**config.mk**
```make
export PLATFORM = sky130hd
export DESIGN_NAME = pixel_readout_capture
export DESIGN_NICKNAME = d
export VERILOG_FILES = /design/src/rtl/pixel_cam_pkg.sv /design/src/rtl/pixel_sample_fifo.sv /design/src/rtl/pixel_readout_capture.sv
export SDC_FILE = /design/constraint.sdc
export NUM_CORES = 1
export LEC_CHECK = 0
export ABC_CLOCK_PERIOD_IN_PS = 3100
export CAP_MARGIN = 20
export CORE_ASPECT_RATIO = 1.4
export CORE_MARGIN = 2
export CORE_UTILIZATION = 50
export DETAILED_ROUTE_END_ITERATION = 10
export GPL_TIMING_DRIVEN = 1
export PLACE_DENSITY = 0.75
export SLEW_MARGIN = 20
export SYNTH_ARGS = -nofsm -noshare
export SYNTH_HDL_FRONTEND = slang
export SYNTH_HIERARCHICAL = 1
export SYNTH_SLANG_ARGS = --single-unit
```
**constraint.sdc**
```tcl
create_clock -name Clk -period 3.1 [get_ports Clk]
set_input_delay 0.62 -clock Clk [delete_from_list [all_inputs] [get_ports Clk]]
set_output_delay 0.62 -clock Clk [all_outputs]
set_load 0.03 [all_outputs]
```
**src/rtl/pixel_cam_pkg.sv**
```systemverilog
// Shared types and constants for the pixel readout capture block.
package pixel_cam_pkg;

    localparam int DATA_W_DEF = 8;

    localparam logic PIX_ID_1 = 1'b0;
    localparam logic PIX_ID_2 = 1'b1;

    typedef enum logic {
        S_PIX1 = 1'b0,
        S_PIX2 = 1'b1
    } pix_state_e;

endpackage

```
**src/rtl/pixel_sample_fifo.sv**
```systemverilog
// Synchronous sample FIFO. A push while full is accepted only if a pop
// happens in the same cycle. Reads come straight from the head entry, so
// data written into an empty FIFO becomes visible on the following cycle.
module pixel_sample_fifo #(
    parameter int WIDTH = 9,
    parameter int DEPTH = 4,
    localparam int AW   = $clog2(DEPTH)
) (
    input  logic             Clk,
    input  logic             Reset,
    input  logic             push_i,
    input  logic             pop_i,
    input  logic [WIDTH-1:0] wdata_i,
    output logic [WIDTH-1:0] rdata_o,
    output logic             full_o,
    output logic             empty_o,
    output logic [AW:0]      count_o
);

    logic [WIDTH-1:0] mem_q [DEPTH];
    logic [AW-1:0]    wr_q, rd_q;
    logic [AW:0]      cnt_q;
    logic             do_push, do_pop;

    assign full_o  = (cnt_q == (AW+1)'(DEPTH));
    assign empty_o = (cnt_q == '0);
    assign count_o = cnt_q;
    assign rdata_o = mem_q[rd_q];

    assign do_pop  = pop_i & ~empty_o;
    assign do_push = push_i & (~full_o | do_pop);

    // Pointer and occupancy tracking; DEPTH is a power of two so pointers wrap naturally.
    always_ff @(posedge Clk) begin
        if (Reset) begin
            wr_q  <= '0;
            rd_q  <= '0;
            cnt_q <= '0;
        end else begin
            if (do_push) wr_q <= wr_q + AW'(1);
            if (do_pop)  rd_q <= rd_q + AW'(1);
            cnt_q <= cnt_q + (AW+1)'(do_push) - (AW+1)'(do_pop);
        end
    end

    // Storage array; contents need no reset since empty_o qualifies the head.
    always_ff @(posedge Clk) begin
        if (do_push) mem_q[wr_q] <= wdata_i;
    end

endmodule

```
**src/rtl/pixel_readout_capture.sv**
```systemverilog
// Captures ADC results on each ADC rising edge, tags them with the active
// pixel, checks the pixel-1/pixel-2 frame order and streams samples out of
// a small FIFO on a valid/ready interface.
// Optional build macro PIXEL_BLACK_LEVEL_EN adds a Black_level input that is
// subtracted (saturating at zero) from each captured sample.
module pixel_readout_capture
    import pixel_cam_pkg::*;
#(
    parameter int DATA_W     = DATA_W_DEF,
    parameter int FIFO_DEPTH = 4,
    parameter int FCNT_W     = 8
) (
    input  logic              Clk,
    input  logic              Reset,
    input  logic              NRE_1,
    input  logic              NRE_2,
    input  logic              ADC,
    input  logic              Erase,
    input  logic [DATA_W-1:0] Adc_data,
`ifdef PIXEL_BLACK_LEVEL_EN
    input  logic [DATA_W-1:0] Black_level,
`endif
    input  logic              Out_ready,
    input  logic              Err_clr,
    output logic              Pix_valid,
    output logic [DATA_W-1:0] Pix_data,
    output logic              Pix_id,
    output logic              Frame_done,
    output logic [FCNT_W-1:0] Frame_count,
    output logic              Overflow,
    output logic              Seq_err
);

    localparam int AW = $clog2(FIFO_DEPTH);

    pix_state_e        state_q, state_d;
    logic              adc_q;
    logic              cap, sel_pix1, sel_pix2;
    logic              push_req, seq_evt, frame_evt, ovf_evt, pop;
    logic              cap_id;
    logic [DATA_W-1:0] sample_data;
    logic              frame_done_q;
    logic [FCNT_W-1:0] frame_cnt_q;
    logic              overflow_q, seq_err_q;

    logic [DATA_W:0]   fifo_rdata;
    logic              fifo_full, fifo_empty;
    logic [AW:0]       fifo_cnt_unused;

    assign cap      = ADC & ~adc_q;
    assign sel_pix1 = ~NRE_1 &  NRE_2;
    assign sel_pix2 =  NRE_1 & ~NRE_2;
    assign cap_id   = sel_pix2 ? PIX_ID_2 : PIX_ID_1;

`ifdef PIXEL_BLACK_LEVEL_EN
    assign sample_data = (Adc_data > Black_level) ? (Adc_data - Black_level) : '0;
`else
    assign sample_data = Adc_data;
`endif

    // ADC edge detector and frame-sequence state register.
    always_ff @(posedge Clk) begin
        if (Reset) begin
            adc_q   <= 1'b0;
            state_q <= S_PIX1;
        end else begin
            adc_q   <= ADC;
            state_q <= state_d;
        end
    end

    // Frame sequencing: decide push, error and frame-completion events per capture.
    always_comb begin
        state_d   = state_q;
        push_req  = 1'b0;
        seq_evt   = 1'b0;
        frame_evt = 1'b0;
        case (state_q)
            S_PIX1: begin
                if (cap) begin
                    if (sel_pix1) begin
                        push_req = 1'b1;
                        state_d  = S_PIX2;
                    end else begin
                        seq_evt  = 1'b1;
                    end
                end
            end
            S_PIX2: begin
                if (cap) begin
                    if (sel_pix2) begin
                        push_req  = 1'b1;
                        frame_evt = 1'b1;
                        state_d   = S_PIX1;
                    end else if (sel_pix1) begin
                        // Early pixel-1 sample restarts the frame.
                        push_req  = 1'b1;
                        seq_evt   = 1'b1;
                    end else begin
                        seq_evt   = 1'b1;
                    end
                end else if (Erase) begin
                    seq_evt = 1'b1;
                    state_d = S_PIX1;
                end
            end
            default: state_d = S_PIX1;
        endcase
    end

    assign pop     = ~fifo_empty & Out_ready;
    assign ovf_evt = push_req & fifo_full & ~pop;

    // Frame counter, done pulse and sticky error flags; new errors beat Err_clr.
    always_ff @(posedge Clk) begin
        if (Reset) begin
            frame_done_q <= 1'b0;
            frame_cnt_q  <= '0;
            overflow_q   <= 1'b0;
            seq_err_q    <= 1'b0;
        end else begin
            frame_done_q <= frame_evt;
            frame_cnt_q  <= frame_cnt_q + FCNT_W'(frame_evt);
            overflow_q   <= (overflow_q & ~Err_clr) | ovf_evt;
            seq_err_q    <= (seq_err_q  & ~Err_clr) | seq_evt;
        end
    end

    pixel_sample_fifo #(
        .WIDTH (DATA_W + 1),
        .DEPTH (FIFO_DEPTH)
    ) u_fifo (
        .Clk     (Clk),
        .Reset   (Reset),
        .push_i  (push_req),
        .pop_i   (pop),
        .wdata_i ({cap_id, sample_data}),
        .rdata_o (fifo_rdata),
        .full_o  (fifo_full),
        .empty_o (fifo_empty),
        .count_o (fifo_cnt_unused)
    );

    assign Pix_valid   = ~fifo_empty;
    assign Pix_data    = fifo_empty ? '0 : fifo_rdata[DATA_W-1:0];
    assign Pix_id      = fifo_empty ? 1'b0 : fifo_rdata[DATA_W];
    assign Frame_done  = frame_done_q;
    assign Frame_count = frame_cnt_q;
    assign Overflow    = overflow_q;
    assign Seq_err     = seq_err_q;

endmodule

```
==> flow_metrics.py, run 1 <==
metrics = {
    "outcome": {
        "outcome": "finished clean",
    },
    "timing": {
        "fin_crit_sh_pct": 93.1,
        "relSlewSlack_pct": 45.8,
        "timing_max_transition_violations_final": 0,
        "rsz_0062_raised_after_global_routing": "no",
        "worst-slew-pin-transition_ns": 0.811,
        "timing.clock.skew_ns": 0.00528,
        "final_hold_viol_count": 0,
        "timing.final.setup_violations": 0,
        "fmaxAchievable_ghz": 0.347,
        "setup_ws_ns": 0.214,
        "finalCriticalPeriod_ns": 2.89,
        "setup-tns-final_ns": 0,
    },
    "worst_setup_path": {
        "critical_path_start_type": "input pin",
        "timing.critical_path.required_ns": 3.29,
        "cp.arrival_ns": 3.07,
        "setup.worst_path.class": "input pin to flip-flop",
        "critPathCaptureType": "flip-flop",
        "critPathMaxFanout": 2,
    },
    "detailed_routing": {
        "drt_pass1_iterations": 4,
        "drt-vias-per-instance": 5.17,
        "num_vias": 1490,
        "initialDrtViolationCount": 23,
        "drt_drc_violations_left": 0,
        "avgRoutedWirePerCell_microns": 15.2,
        "route.antenna.remaining_nets": 0,
        "postRouteWirelength_microns": 4390,
    },
    "yosys": {
        "synth.cell_area_sq_um": 2440,
        "area_contributors_post_synth": "edfxtp_1 (44%), dfxtp_1 (18%), mux4_2 (8.3%), ha_1 (4.6%), nor2b_1 (4.1%)",
        "synth_ff_type": "edfxtp_1",
        "synth_seq_cells": 58,
        "netlist-cell-type-count": 39,
        "syn_inst": 171,
        "yosysTopAreaCell": "edfxtp_1",
        "synth_async_sr_flop_share_pct": 0,
        "yosysSeqAreaShare_pct": 62.4,
        "syn_area_per_cell_sq_um": 14.3,
        "yosys_top_cell_area_share_pct": 44.3,
        "edff_count_synth": 36,
        "yosys_warnings": 6,
        "postSynthNetCount": 197,
    },
    "die": {
        "placement_rows": 30,
        "floorplan.initialDensity_pct": 51.2,
        "die_area_sq_um": 5460,
        "io-pin-count": 37,
        "floorplan.core_area_sq_um": 4770,
        "floorplan.die.width_microns": 63.0,
        "die_h_microns": 86.6,
    },
    "global_route": {
        "maximum_number_of_pins_on_one_net_before_global_route_repair": 25,
        "grt_usage_pct": 17.8,
        "grt_pass1_wl_microns": 7220,
        "grt_pass1_vias": 1577,
        "grt_antenna_before_repair": 0,
        "globalRoute.totalOverflow": 0,
    },
    "cts": {
        "postCtsSetupBuffers": 0,
        "clk_latency_ns": 0.33,
        "clock_transition_time_at_the_flip_flop_clock_pins_of_the_worst_setup_and_hold_paths_ns": 0.06,
        "number_of_clock_sinks": 58,
        "htree_num_levels": 3,
        "root_buffer": "clkbuf_8",
        "post_cts.resized_instances": 0,
        "buffer_levels_on_the_longest_clock_path": 2,
        "cts_tree": "done",
        "cts_inserted_buffers": 9,
        "postCtsHoldBufs": 0,
    },
    "power_and_ir_drop": {
        "power.share.combinational_pct": 12.7,
        "share_seq_of_total_power_pct": 42.6,
        "power.share.switching_pct": 21.7,
        "fin_total_pwr_mw": 2.00,
        "clock_power_share_pct": 44.7,
        "power.switching_mw": 0.433,
        "cellInternalPower_mw": 1.57,
        "power_leakage_nw": 1.10,
        "ir_drop_mv": 0.364,
        "powerDensity_nw_per_um2": 633,
    },
    "place": {
        "gp_congestion": 0.819,
        "count_of_input_and_output_buffers": 36,
        "dp_hpwl_microns": 3150,
        "placement.setup.worst_slack_ns": -0.146,
        "placed_cells": 272,
    },
    "finish": {
        "fraction_of_final_layout_cells_sized_beyond_drive_strength_1_pct": 17.4,
        "num_antenna_cells": 0,
        "layout.nets": 245,
        "area_delta_synth_final_pct": 29.6,
        "non_filler_cells_final": 288,
        "fillers": 378,
    },
    "min_path": {
        "hold_path_class": "flip-flop to flip-flop",
    },
    "flow_run": {
        "timing.max_cap.violations": 0,
    },
}
-- power by group through the flow --
| stage | clock network, mW | registers, mW | logic, mW |
|---|---|---|---|
| 2_1_floorplan | 0 | 0.867 | 0.149 |
| 3_3_place_gp | 0 | 0.866 | 0.248 |
| 3_5_place_dp | 0 | 0.867 | 0.258 |
| 4_1_cts | 0.915 | 0.851 | 0.258 |
| 5_1_grt | 0.938 | 0.853 | 0.273 |
| 6_report | 0.894 | 0.851 | 0.255 |
-- synthesized netlist by cell type, types with 2 or more instances --
| cell | number |
|---|---|
| ha_1 | 9 |
| nor3_1 | 2 |
| o21ai_0 | 2 |
| clkbuf_1 | 3 |
| nor2b_1 | 16 |
| nand2_1 | 4 |
| a21oi_1 | 5 |
| nand3_1 | 4 |
| dfxtp_1 | 22 |
| or3_1 | 2 |
| nor2_1 | 11 |
| xor2_1 | 4 |
| mux4_2 | 9 |
| and2_2 | 4 |
| edfxtp_1 | 36 |
| or2_1 | 2 |
| xnor2_1 | 3 |
| nand2b_1 | 5 |
| inv_1 | 8 |
-- metal layers --
metal,wire length (microns),up-vias,GRT usage (%)
met3,235,10,6.75
met1,1700,730,17.4
met2,2360,41,32.6
li1,-,709,-
met5,0,-,0
met4,93,0,8.48
-- layout by cell type (no fill, tap or decap), types with 2 or more instances in the layout --
cell and count:
bufinv_16 4, clkdlybuf4s50_1 36, xnor2_1 3, o21ai_0 2
xor2_1 4, nor2_1 11, edfxtp_1 36, a21oi_1 5
mux4_2 9, clkinv_1 2, ha_1 9, buf_4 6
nand2b_1 5, or3_1 2, or2_1 2, dfxtp_1 22
nand3_1 4, and2_2 4, inv_1 8, nor2b_1 16
clkbuf_8 9, nor3_1 2, nand2_1 4
-- through the flow --
step / hold slack [ns] / cell area (sq um) / util [%]
2_1_floorplan: 0.478 / 2440 / -
3_3_place_gp: 0.476 / 2900 / 60.9
3_5_place_dp: 0.492 / 2900 / 60.9
4_1_cts: 0.512 / 3160 / 66.3
5_1_grt: 0.534 / 3160 / 66.3
6_report: 0.512 / 3160 / 66.3
-- critical path, stage by stage --
cell and delay [ns]:
clkdlybuf4s50_1 0.47, inv_1 0.05, ha_1 0.28, nand2b_1 0.14, a21oi_1 0.16, or2_1 0.14, a21bo_2 0.23, ha_1 0.19
fa_1 0.38, xnor2_1 0.19, xnor2_1 0.15, nor2_1 0.06
-- flip-flops by register name, summed over array words and instances, names as in the netlist, named ones only --
| signal | cells |
|---|---|
| u_fifo/rd_q | 2 |
| Seq_err | 1 |
| adc_q | 1 |
| u_fifo/mem_q | 36 |
| Overflow | 1 |
| state_q | 1 |
| u_fifo/wr_q | 2 |
| Frame_done | 1 |
| Frame_count | 8 |
| u_fifo/count_o | 3 |
-- kinds of logic (layout without fill, tap and decap cells) --
logic type | Yosys count | count (layout) | share of synthesized area [%]
DFF | 58 | 58 | 62.4
adders and majority gates | 10 | 10 | 5.44
muxes | 11 | 11 | 9.34
buffers and inverters | 15 | 68 | 2.36
and+or+nand+nor | 55 | 55 | 13.1
AOI/OAI and AO/OA | 15 | 15 | 4.87
xor gates and xnor gates | 7 | 7 | 2.51
-- final timing paths --
check | start | slack, ns | cells after the start | endpoint
max | NRE_1 | 0.21 | 12 | u_fifo/count_o[2]$_SDFF_PP0_
min | Overflow$_SDFF_PP0_ | 0.51 | 1 | Overflow$_SDFF_PP0_
min reg2reg | Overflow$_SDFF_PP0_ | 0.51 | 1 | Overflow$_SDFF_PP0_
max reg2reg | u_fifo/count_o[1]$_SDFF_PP0_ | 0.58 | 10 | u_fifo/count_o[2]$_SDFF_PP0_
-- area by class of cell --
| type | instances | area (sq um) | share of cell area [%] |
|---|---|---|---|
| clock inverters | 6 | 129 | 4.08 |
| flip-flops and latches | 58 | 1520 | 48.1 |
| multi-input cells | 98 | 860 | 27.2 |
| repair buffers | 42 | 405 | 12.8 |
| clock buffers | 10 | 128 | 4.04 |
| well taps | 64 | 80.1 | 2.53 |
| inverters | 10 | 37.5 | 1.19 |
Note: power is estimated with default switching activity, not from simulation.
==> run 2: changes to the inputs <==
--- a/config.mk
+++ b/config.mk
@@ -10,6 +10,7 @@
 export CORE_ASPECT_RATIO = 1.4
 export CORE_MARGIN = 2
 export CORE_UTILIZATION = 50
+export CTS_CLUSTER_SIZE = 30
 export DETAILED_ROUTE_END_ITERATION = 10
 export GPL_TIMING_DRIVEN = 1
 export PLACE_DENSITY = 0.75
==> results of run 2 <==
No change in the layout: final DEF, timing and power equal those of run 1.
==> run 3: changes to the inputs <==
--- a/config.mk
+++ b/config.mk
@@ -12,6 +12,7 @@
 export CORE_UTILIZATION = 50
 export CTS_CLUSTER_SIZE = 30
 export DETAILED_ROUTE_END_ITERATION = 10
+export GPL_ROUTABILITY_DRIVEN = 1
 export GPL_TIMING_DRIVEN = 1
 export PLACE_DENSITY = 0.75
 export SLEW_MARGIN = 20
==> results of run 3 <==
No change in the layout: final DEF, timing and power equal those of run 1.
